===== src/rtl/ship_rom_arbiter.sv =====
// ship_rom_arbiter: round-robin sharing of the tile ROM between two loaders.
// Each grant issues one 16-line burst and streams the lines back tagged.
module ship_rom_arbiter #(
    parameter int NUM_LINES = 16,
    parameter int LINE_W    = 32,
    parameter int DRAIN_CYC = 3
) (
    input  logic              clk,
    input  logic              rst,
    input  logic              req0,
    input  logic [1:0]        tile0,
    output logic              ack0,
    output logic              done0,
    input  logic              req1,
    input  logic [1:0]        tile1,
    output logic              ack1,
    output logic              done1,
    output logic [6:0]        rom_addr,
    input  logic [LINE_W-1:0] rom_data,
    output logic              line_valid,
    output logic              line_owner,
    output logic [3:0]        line_idx,
    output logic [LINE_W-1:0] line_data,
    output logic              busy
);
    localparam int DW = (DRAIN_CYC > 1) ? $clog2(DRAIN_CYC) : 1;
    localparam logic [3:0]    LAST_LINE  = 4'(NUM_LINES - 1);
    localparam logic [DW-1:0] LAST_DRAIN = DW'(DRAIN_CYC - 1);

    typedef enum logic [1:0] {S_IDLE, S_ISSUE, S_DRAIN} state_t;

    state_t            r_state;
    state_t            w_next;
    logic              w_grant;
    logic              w_gnt_id;
    logic              r_last;
    logic              r_owner;
    logic [1:0]        r_tile;
    logic [3:0]        r_cnt;
    logic [DW-1:0]     r_dcnt;
    logic [6:0]        r_addr;
    logic              r_v1;
    logic              r_v2;
    logic [3:0]        r_idx1;
    logic [3:0]        r_idx2;
    logic              r_lvalid;
    logic              r_lown;
    logic [3:0]        r_lidx;
    logic [LINE_W-1:0] r_ldata;
    logic              r_done0;
    logic              r_done1;

    always_ff @(posedge clk or posedge rst) begin
        if (rst) begin
            r_state <= S_IDLE;
        end else begin
            r_state <= w_next;
        end
    end

    always_comb begin
        w_next   = r_state;
        w_grant  = 1'b0;
        w_gnt_id = 1'b0;
        unique case (r_state)
            S_IDLE: begin
                if (req0 || req1) begin
                    w_grant  = 1'b1;
                    // Contention goes to whoever was not served last
                    w_gnt_id = (req0 && req1) ? ~r_last : req1;
                    w_next   = S_ISSUE;
                end
            end
            S_ISSUE: begin
                if (r_cnt == LAST_LINE) w_next = S_DRAIN;
            end
            S_DRAIN: begin
                if (r_dcnt == LAST_DRAIN) w_next = S_IDLE;
            end
            default: w_next = S_IDLE;
        endcase
    end

    always_comb begin
        ack0 = 1'b0;
        ack1 = 1'b0;
        busy = (r_state != S_IDLE);
        if (r_state == S_ISSUE && r_cnt == 4'd0) begin
            ack0 = ~r_owner;
            ack1 = r_owner;
        end
    end

    always_ff @(posedge clk or posedge rst) begin
        if (rst) begin
            r_last   <= 1'b1;
            r_owner  <= 1'b0;
            r_tile   <= 2'd0;
            r_cnt    <= 4'd0;
            r_dcnt   <= '0;
            r_addr   <= 7'd0;
            r_v1     <= 1'b0;
            r_v2     <= 1'b0;
            r_idx1   <= 4'd0;
            r_idx2   <= 4'd0;
            r_lvalid <= 1'b0;
            r_lown   <= 1'b0;
            r_lidx   <= 4'd0;
            r_ldata  <= '0;
            r_done0  <= 1'b0;
            r_done1  <= 1'b0;
        end else begin
            r_v1 <= 1'b0;
            if (w_grant) begin
                r_owner <= w_gnt_id;
                r_last  <= w_gnt_id;
                r_tile  <= w_gnt_id ? tile1 : tile0;
                r_cnt   <= 4'd0;
            end
            if (r_state == S_ISSUE) begin
                r_addr <= {r_tile, 1'b0, r_cnt};
                r_v1   <= 1'b1;
                r_idx1 <= r_cnt;
                r_cnt  <= r_cnt + 4'd1;
            end
            if (r_state == S_DRAIN) begin
                r_dcnt <= r_dcnt + DW'(1);
            end else begin
                r_dcnt <= '0;
            end
            // Stage 2 lines up with the ROM's registered output
            r_v2     <= r_v1;
            r_idx2   <= r_idx1;
            r_lvalid <= r_v2;
            if (r_v2) begin
                r_lidx  <= r_idx2;
                r_ldata <= rom_data;
                r_lown  <= r_owner;
            end
            r_done0 <= r_v2 && (r_idx2 == LAST_LINE) && !r_owner;
            r_done1 <= r_v2 && (r_idx2 == LAST_LINE) && r_owner;
        end
    end

    assign rom_addr   = r_addr;
    assign line_valid = r_lvalid;
    assign line_owner = r_lown;
    assign line_idx   = r_lidx;
    assign line_data  = r_ldata;
    assign done0      = r_done0;
    assign done1      = r_done1;

endmodule


===== config.mk =====
export PLATFORM = sky130hd
export DESIGN_NAME = ship_rom_arbiter
export DESIGN_NICKNAME = d
export VERILOG_FILES = /design/src/rtl/ship_rom_arbiter.sv
export SDC_FILE = /design/constraint.sdc
export NUM_CORES = 1
export LEC_CHECK = 0
export BUFFER_PORTS_ARGS = -buffer_cell sky130_fd_sc_hd__buf_4
export CAP_MARGIN = 10
export CORE_MARGIN = 2
export CORE_UTILIZATION = 49
export DETAILED_ROUTE_END_ITERATION = 8
export GPL_TIMING_DRIVEN = 0
export HOLD_SLACK_MARGIN = 0.15
export PLACE_DENSITY = 0.79
export SLEW_MARGIN = 25
export SYNTH_ARGS = -nofsm -noshare
export SYNTH_HDL_FRONTEND = slang
export SYNTH_SLANG_ARGS = --single-unit

===== constraint.sdc =====
create_clock -name clk -period 2.2 [get_ports clk]
set_input_delay 0.33 -clock clk [delete_from_list [all_inputs] [get_ports clk]]
set_output_delay 0.33 -clock clk [all_outputs]
set_load 0.01 [all_outputs]

# Word level (Yosys, flattened, before mapping)
# Index checks and enable logic that the tools add are counted.
classes:
  add_sub_neg: 2
  n_mul: 0
  div: 0
  magnitude_cmp: 0
  n_eq_ne: 8
  n_shift: 0
  muxes: 16
  bitwise: 2
  reduce_logical: 12
op_table:
  columns: ["cell", "n"]
  rows:
  - ["$mux 2", 5]
  - ["$eq 4x4->1 const B", 2]
  - ["$mux 1", 8]
  - ["$mux 4", 2]
  - ["$ne 2x2->1 const B", 3]
  - ["$pmux 2 s3", 1]
  - ["$logic_and 1x1->1", 5]
  - ["$add 4x1->4 const B", 1]
  - ["$eq 2x2->1 const B", 2]
  - ["$logic_not 4->1", 1]
  - ["$reduce_bool 2->1", 2]
  - ["$reduce_and 3->1", 1]
  - ["$add 2x1->2 const B", 1]
  - ["$eq 2x1->1 const B", 1]
  - ["$logic_not 2->1", 1]
  - ["$not 1->1", 2]
  - ["$logic_not 1->1", 1]
  - ["$logic_or 1x1->1", 1]
totals:
  ff_bits: 68
  latch_bits: 0
  mem_bits_rw: 0
  romBits: 0
  inputBits: 40
  mem_count: 0

# Logic depth before layout (Yosys ltp)
# Gate-level depths: netlist of run 1.
depth:
  ltp_word: 5
  ltp_mapped: 4
  depth_no_buf: 4

# Least setup slack after synthesis of run 1
# No wires, ideal clock.
synth_path:
  path_type: "register -> output"
  startpoint: "register r_state[1]"
  endpoint: "output port ack0"
  arrival_time_ps: 908
  slack_ps: 962
  path_stages_with_launch: 5
  cell_sequence: "dfrtp_1 -> nand2b_4 -> clkinv_4 -> nand3_1 -> nor2_1"
synth_via:
  elab_chain_len: 3
synth_rtl:
  columns: ["item", "line_no", "source"]
  rows:
  - ["start: declaration", "32", "state_t r_state;"]
  - ["start signal: assignment", "57", "r_state <= w_next;"]
  - ["$eq 2x1->1", "88", "if (r_state == S_ISSUE && r_cnt == 4'd0) begin"]
  - ["$logic_and 1x1->1", "88", null]
  - ["$mux 1", "88", null]
  - ["end: declaration", "12", "output logic ack0,"]
# Every way passes these cells.

# Final worst setup path of run 1
layout_path:
  startpoint: "register r_state[1]"
  endpoint: "output port ack1"
layout_via:
  elab_chain_len: 3
layout_rtl:
  columns: ["item", "line_no", "source"]
  rows:
  - ["$eq 2x1->1", "88", null]
  - ["$logic_and 1x1->1", "88", null]
  - ["$mux 1", "88", null]
  - ["end: declaration", "16", "output logic ack1,"]
# Every way passes these cells.

==> run metrics, run 1 <==
status finished, final reports clean; Ports 90; required time of the critical path roughly 1.9 ns; leakage power 1.66 nW; # fillers roughly 350; I/O Buffers a little under 90; initial cell density of the core between 50% and 60%; Post-Place Setup Slack 0.811 ns; RSZ-0062 raised after global routing false; Synthesized Nets 219; CP startpoint kind flop; reg2reg end line_data[17]; gr ovfl total 0; post-synth top area cell dfrtp_1; initial drt markers between 50 and 60; ranking of synthesized cells by area dfrtp_1 (64%), mux2_2 (13%), mux2_1 (3.2%), nand2_1 (2.7%), ha_1 (1.5%); VDD IR max 0.714 mV; Reg2Reg Setup Slack 1.01 ns; post-synthesis cell count about 180; worst hold slack 0.218 ns; CTS root buf clkbuf_8; worst hold path type primary input to flop; die area about 5600 um^2; largest net degree at the start of global routing 40; fmax about 0.58 GHz; number of synthesized register bits 64; postcts setup bufs 0; Worst-Skew Late Latency 0.32 ns; WL/cell 13.4 um; row count 25; WHS Path Cells 2; vias around 1700; post-layout min period between 1.5 and 2 ns; DR pass1 iterations 4; cts hold-fix bufs 1; most common cell after layout, fill and taps aside buf_4; clock-pin slew on the worst setup and hold paths roughly 0.070 ns; Ant. Diodes 0; crit-path max FO 10; Post-Route WL between 4000 and 5000 um; final period utilization roughly four fifths; fin util between 70% and 80%; post-synth top area share a little under two thirds; die height about 75 um; via/cell ratio roughly 4.7; layout cells sized above 1 52.8%; Area Overhead vs Synth 39.9%; CTS Sinks between 60 and 70; post-route antenna net violation count 0; hold endpoint line_data[23]; GPL Wtd Cong ~0.77; final setup margin roughly 0.47 ns; initial antenna violation count 0; Power Dens Cells around 1300 nW/um^2; CP Capture Type output pin; Final #Nets 320; Max H-tree Level 3; Placeable Area between 4000 and 5000 um^2; Die Wd 74.9 um; Worst Path Arrival around 1.4 ns; Post-Syn Area 2460 um^2; Num CTS Buffers 9; cells on worst reg2reg path 3; RR Startpoint r_v2; Clock Skew about 0.0061 ns; dpl hpwl between 3000 and 4000 um; DR DRC count 0; sequential-to-total area share from yosys stat between 60 and 70%; Clock Path Buffers 2; post-cts resize count 0; max_cap viols 0; Setup violations, final 0; vias in the first global route between 1500 and 2000; Synth Warn # 0; first-pass GRT wire length 7400 um; Netlist cell types 31; Global Route Usage Sum 17.8%; Post-Syn Area per Cell 14.0 um^2; fin cells 349; crit path kind flop to output pin; Pins Over Slew Limit 0; commonest cells after routing, fill and taps aside buf_4 (91), dfrtp_1 (63), mux2_2 (29); Final Hold Fails 0; CTS tree built; hold path start rom_data[23]; Placed Cells roughly 330
==> logic make-up (layout without fill, tap and decap cells) <==
kind of cell,after synthesis,in the layout,share of synthesized area (%)
and+or+nand+nor,40,40,8.74
muxes,37,37,16.9
buffers and inverters,15,121,3.35
AOI/OAI and AO/OA,16,16,4.32
DFF,64,64,65.1
other,1,1,0.152
adders and majority gates,3,3,1.52
==> worst max path at each step <==
stage | start | to | slack, ns | cells past startpoint
after global placement | rst | line_data[13] | -0.46 | 2
final | r_state[1] | ack1 | 0.47 | 5
after CTS | r_state[1] | ack1 | 0.44 | 5
after detailed placement | r_state[1] | ack1 | 0.81 | 5
after floorplan | rst | done0 | 0.27 | 1
after global routing | r_state[1] | ack1 | 0.38 | 5
==> routing by layer <==
metal | track usage [%] | up-vias | routed length, um
met5 | 0 | - | 0
met4 | 8.53 | 0 | 84
met3 | 4.69 | 8 | 314
met2 | 30.8 | 60 | 2340
met1 | 20.6 | 793 | 1930
li1 | - | 795 | -
==> cells in the mapped netlist <==
cell / n
dfrtp_1: 63
mux2_2: 29
nand2_1: 18
inv_1: 7
mux2_1: 7
nor2_1: 7
o21ai_0: 5
o21ai_1: 5
nand2b_1: 4
buf_4: 3
ha_1: 3
buf_2: 2
nand3_1: 2
nand4b_1: 2
nor2_4: 2
o221a_1: 2
a21oi_1: 1
a31o_1: 1
and3_1: 1
buf_6: 1
clkinv_4: 1
conb_1: 1
dfstp_2: 1
inv_2: 1
mux2i_1: 1
nand2b_4: 1
nand4_1: 1
nand4_2: 1
nor3b_1: 1
o211ai_1: 1
o31ai_2: 1
==> registers in the layout (all words and copies together) (netlist names) <==
| signal | flops |
|---|---|
| line_owner | 1 |
| r_cnt | 4 |
| line_valid | 1 |
| done0 | 1 |
| r_idx1 | 3 |
| done1 | 1 |
| r_dcnt | 2 |
| line_idx | 4 |
| line_data | 32 |
| rom_addr | 3 |
| r_tile | 2 |
| r_last | 1 |
| r_v1 | 1 |
| r_idx2 | 4 |
| r_owner | 1 |
| r_state | 2 |
| r_v2 | 1 |
==> worst max-delay path, cell delays in order, from the launching register on <==
cell and delay [ns]:
dfrtp_1 0.42, nand2b_4 0.19, clkinv_4 0.10, nand3_1 0.10, nor2_1 0.14, buf_4 0.14
==> power by group <==
part | switching, mW | internal, mW | total [mW]
Sequential | 0.254 | 1.59 | 1.85
Clock | 0.420 | 0.581 | 1.00
Combinational | 0.707 | 0.830 | 1.54
==> cell type report <==
cell class	count	area [um^2]	share of cell area [%]
Timing Repair Buffer	90	691	20.0
Tap cell	67	83.8	2.43
Inverter	9	41.3	1.20
Clock inverter	5	55.1	1.60
Buffer	6	43.8	1.27
Multi-Input combinational cell	97	778	22.6
Clock buffer	11	151	4.39
Sequential cell	64	1600	46.5
==> stage by stage <==
step / instance area, um^2 / total power [mW] / setup TNS, ns
floorplan: 2460 / 2.72 / 0
global placement: 3210 / 3.37 / -28.70
detailed placement: 3230 / 3.44 / 0
CTS: 3450 / 4.45 / 0
global route: 3450 / 4.67 / 0
finish: 3450 / 4.39 / 0
Note: power is estimated with default switching activity, not from simulation.
==> inputs of run 2 (changes only) <==
==> constraint.sdc (replaced) <==
create_clock -name clk -period 1.8 [get_ports clk]
set_input_delay 0.27 -clock clk [delete_from_list [all_inputs] [get_ports clk]]
set_output_delay 0.27 -clock clk [all_outputs]
set_load 0.01 [all_outputs]
==> run metrics, run 2 (synthesis results as in run 1) <==
status finished, final reports clean; initial drt markers 28; Reg2Reg Setup Slack 0.62 ns; Clock Skew about 0.004 ns; Worst Path Arrival between 1 and 1.5 ns; sequential fraction of design power between 40% and 50%; worst hold slack between 0.15 and 0.2 ns; dpl hpwl ~3400 um; post-cts resize count 0; Global Route Usage Sum around a fifth; initial cell density of the core between 50% and 60%; postcts setup bufs 0; worst hold path type primary input to flop; Sw Share 31.6%; critical path, cell by cell nand2b_4, clkinv_4, nand3_1, nor2_1, buf_4; Critical Path End ack1; crit-path max FO 10; initial antenna violation count 0; vias in the first global route approximately 1700; reg2reg end line_data[19]; Comb power frac a little over a third; Post-Place Setup Slack 0.475 ns; die area 5610 um^2; CP bufs+invs 2; row count 25; max_cap viols 0; Worst-Skew Late Latency 0.32 ns; Placeable Area between 4000 and 5000 um^2; Power Dens Cells between 1000 and 1500 nW/um^2; switching power total roughly 1.7 mW; Worst path top cell family by delay flip-flops; Ports 90; RSZ-0062 raised after global routing false; leakage power between 1.5 and 2 nW; vias ~1700; CP Capture Type output pin; CTS tree built; fmax around 0.59 GHz; CP startpoint kind flop; Num CTS Buffers 9; GPL Wtd Cong approximately 0.74; final setup margin roughly 0.12 ns; crit path kind flop to output pin; WL/cell 13.1 um; clock-pin slew on the worst setup and hold paths approximately 0.06 ns; CP peak stage delay 0.42 ns; cells on worst reg2reg path 3; VDD IR max 0.748 mV; CTS Sinks between 60 and 70; CTS root buf clkbuf_8; clock share of power 20.7%; Ant. Diodes 0; cts hold-fix bufs 6; via/cell ratio around 4.8; cell-internal power between 3 and 4 mW; Slowest cell on crit path dfrtp_1; Clock Path Buffers 2; Setup violations, final 0; most common cell after layout, fill and taps aside buf_4; post-route antenna net violation count 0; layout cells sized above 1 just over 50%; fin cells around 350; Pins Over Slew Limit 0; gr ovfl total 0; post-layout min period between 1.5 and 2 ns; Final #Nets around 330; DR DRC count 0; commonest cells after routing, fill and taps aside buf_4 (91), dfrtp_1 (63), mux2_2 (29); max reg flops 32; # fillers ~360; Worst path depth 5; required time of the critical path 1.53 ns; largest net degree at the start of global routing 31; Placed Cells ~330; Post-Route WL roughly 4600 um; Final Hold Fails 0; Setup crit start r_state[1]; I/O Buffers slightly below 90; Max H-tree Level 3; Area Overhead vs Synth 41.7%; first-pass GRT wire length 7630 um; RR Startpoint r_v2; Fin Setup TNS 0 ns; DR pass1 iterations 4; die height around 75 um; Die Wd between 70 and 80 um; final period utilization around 93%
-- run 2: changes by cell type in the layout (fill, tap and decap cells not counted) --
cell	previous run	this run
buf_16	0	1
bufinv_16	1	0
clkbuf_1	0	2
clkbuf_8	11	12
clkinv_2	2	0
clkinvlp_4	2	1
dlygate4sd3_1	1	6
inv_4	1	0
-- run 2: routing by layer --
layer	GRT usage (%)	wire [um]	vias to the layer above
met4	8.33	78	0
met1	22.5	1890	800
met2	30.5	2280	66
li1	-	-	812
met3	6.16	382	6
met5	0	0	-
-- run 2: layout make-up --
type	instances	area [um^2]	share of cell area, %
multi-input cells	97	778	22.3
repair buffers	96	768	22.0
flip-flops and latches	64	1600	45.9
plain buffers	6	43.8	1.25
inverters	9	42.5	1.22
clock buffers	14	173	4.94
well taps	67	83.8	2.40
-- run 2: metrics by stage --
step	total power, mW	utilization [%]	cell area, um^2
final	5.23	73.0	3490
after floorplan	3.32	-	2470
after detailed placement	4.20	68.1	3260
after global routing	5.59	73.0	3490
after CTS	5.30	73.0	3490
after global placement	4.12	67.1	3210
-- run 2: power groups by stage --
| stage | Combinational, mW | Sequential (mW) | Clock, mW |
|---|---|---|---|
| floorplan | 0.920 | 2.40 | 0 |
| global placement | 1.86 | 2.26 | 0 |
| detailed placement | 1.91 | 2.28 | 0 |
| CTS | 1.93 | 2.26 | 1.11 |
| global route | 2.11 | 2.33 | 1.16 |
| finish | 1.89 | 2.26 | 1.08 |
-- run 2: worst min-delay path by stage --
stage / cells after the start / slack, ns / to / startpoint
2_1_floorplan: 0 / 0.33 / r_v2 / r_v1
3_3_place_gp: 0 / 0.33 / r_v2 / r_v1
3_5_place_dp: 2 / 0.27 / line_data[5] / rst
4_1_cts: 2 / 0.15 / line_data[21] / rom_data[21]
5_1_grt: 2 / 0.16 / line_data[8] / rom_data[8]
6_report: 2 / 0.17 / line_data[21] / rom_data[21]
==> inputs of run 3 (changes only) <==
--- a/config.mk
+++ b/config.mk
@@ -5,14 +5,14 @@
 export SDC_FILE = /design/constraint.sdc
 export NUM_CORES = 1
 export LEC_CHECK = 0
-export BUFFER_PORTS_ARGS = -buffer_cell sky130_fd_sc_hd__buf_4
 export CAP_MARGIN = 10
 export CORE_MARGIN = 2
-export CORE_UTILIZATION = 49
+export CORE_UTILIZATION = 61
 export DETAILED_ROUTE_END_ITERATION = 8
+export DONT_BUFFER_PORTS = 1
 export GPL_TIMING_DRIVEN = 0
 export HOLD_SLACK_MARGIN = 0.15
-export PLACE_DENSITY = 0.79
+export PLACE_DENSITY = 0.77
 export SLEW_MARGIN = 25
 export SYNTH_ARGS = -nofsm -noshare
 export SYNTH_HDL_FRONTEND = slang
==> run metrics, run 3 (synthesis results as in run 1) <==
status finished, final reports clean; layout cells sized above 1 roughly a quarter; Ant. Diodes 0; die height approximately 68 um; initial drt markers 170; gr ovfl total 0; commonest cells after routing, fill and taps aside dfrtp_1 (63), dlygate4sd3_1 (36), mux2_2 (29); largest net degree at the start of global routing 25; max reg flops 32; global route hottest layer met2; Post-Route WL between 5000 and 6000 um; worst hold path type primary input to flop; Placeable Area 3940 um^2; vias approximately 1500; Num CTS Buffers 9; Setup violations, final 0; CTS Sinks 64; most common cell after layout, fill and taps aside dfrtp_1; crit path kind flop to output pin; cell-internal power about 3.3 mW; GR Util met2 between 40% and 50%; Sw Share 33.6%; Clock Path Buffers 2; fin cells 280; sequential fraction of design power 50.1%; total power ~5 mW; Slew HR ~63%; Worst Path Arrival between 1 and 1.5 ns; GPL Wtd Cong slightly below 0.8; initial antenna violation count 0; clock-pin slew on the worst setup and hold paths 0.06 ns; # fillers 209; Final #Nets approximately 270; RSZ-0062 raised after global routing false; Area Overhead vs Synth 28.4%; Power Dens Cells 1590 nW/um^2; Placed Cells approximately 230; GR Layer Usage met1 a little over a quarter; CTS root buf clkbuf_8; Final Hold Fails 0; crit-path max FO 10; post-layout min period 1.61 ns; I/O Buffers 0; first-pass GRT wire length 7930 um; met3 Usage GRT 10.2%; postcts setup bufs 0; leakage power around 1.4 nW; CP startpoint kind flop; cts hold-fix bufs 35; post-cts resize count 0; VDD IR max roughly 1.0 mV; CTS tree built; Comb power frac a little under a quarter; Fin Setup TNS 0 ns; die area approximately 4600 um^2; final period utilization about 90%; DR DRC count 0; vias in the first global route ~1600; RR Startpoint r_v2; via/cell ratio between 5 and 6; Global Route Usage Sum around 25%; design area around 3200 um^2; Die Wd roughly 68 um; area of the multi-input gates 778 um^2; FF/Latch Area roughly 1600 um^2; post-route antenna net violation count 0; switching power total around 1.7 mW; Clock Skew 0.00957 ns; row count 23; CP Capture Type output pin; Ports 90; fin util around 80%; hold path start req0; Setup crit start r_state[1]; Max H-tree Level 3; Worst Tran Pin Value between 0.5 and 0.6 ns; required time of the critical path approximately 1.5 ns; max_cap viols 0; clock share of power about a quarter; Worst-Skew Late Latency 0.33 ns; dpl hpwl roughly 3300 um; fmax 0.620 GHz; DR pass1 iterations 5; initial cell density of the core a little over three fifths; DP Area roughly 2600 um^2; WL/cell between 15 and 20 um; Pins Over Slew Limit 0
## run 3: cell count changes in the layout (fill, tap and decap cells not counted)
cell	delta
clkinv_2	+1
clkbuf_8	+1
buf_4	-88
clkbuf_1	-1
buf_16	+1
bufinv_16	+1
dlygate4sd3_1	+30
buf_12	-1
## run 3: per-stage QoR
step	hold slack [ns]	setup WS, ns
after detailed placement	0.211	0.528
after global placement	0.334	0.544
final	0.202	0.188
after CTS	0.155	0.174
after floorplan	0.331	0.622
after global routing	0.177	0.116
## run 3: cell type report
class                   count  area share (%)
clock buffers              14            5.78
flip-flops and latches     64            50.7
multi-input cells          97            24.6
repair buffers             38            13.1
well taps                  50            1.98
plain buffers               6            1.38
clock inverters             2            1.11
inverters                   9            1.34
## run 3: critical path, cell delays in order (launching register included)
cell and delay, ns:
dfrtp_1 0.42, nand2b_4 0.19, clkinv_4 0.10, nand3_1 0.11
nor2_1 0.20
## run 3: power groups by stage
stage | clock network [mW] | registers [mW] | logic, mW
after global routing | 1.40 | 2.58 | 1.33
after detailed placement | 0 | 2.53 | 1.12
after floorplan | 0 | 2.40 | 0.920
after CTS | 1.30 | 2.51 | 1.19
after global placement | 0 | 2.50 | 1.03
final | 1.31 | 2.52 | 1.20
## run 3: final timing paths
| check | endpoint | slack [ns] | cells past startpoint |
|---|---|---|---|
| worst max-delay path | ack1 | 0.19 | 4 |
| worst min-delay path | r_tile[1] | 0.20 | 2 |
| worst max register to register | line_data[19] | 0.53 | 3 |
| worst min register to register | r_v2 | 0.34 | 0 |
| max in group asynchronous | rom_addr[6] | 0.67 | 4 |
| min in group asynchronous | line_data[14] | 0.47 | 2 |
## run 3: layer usage
metal / vias to the layer above / share of wire [%] / wire length (um)
met2: 69 / 54 / 2870
li1: 703 / - / -
met1: 744 / 37 / 1990
met5: - / 0 / 0
met4: 0 / 2.0 / 106
met3: 13 / 7.4 / 395
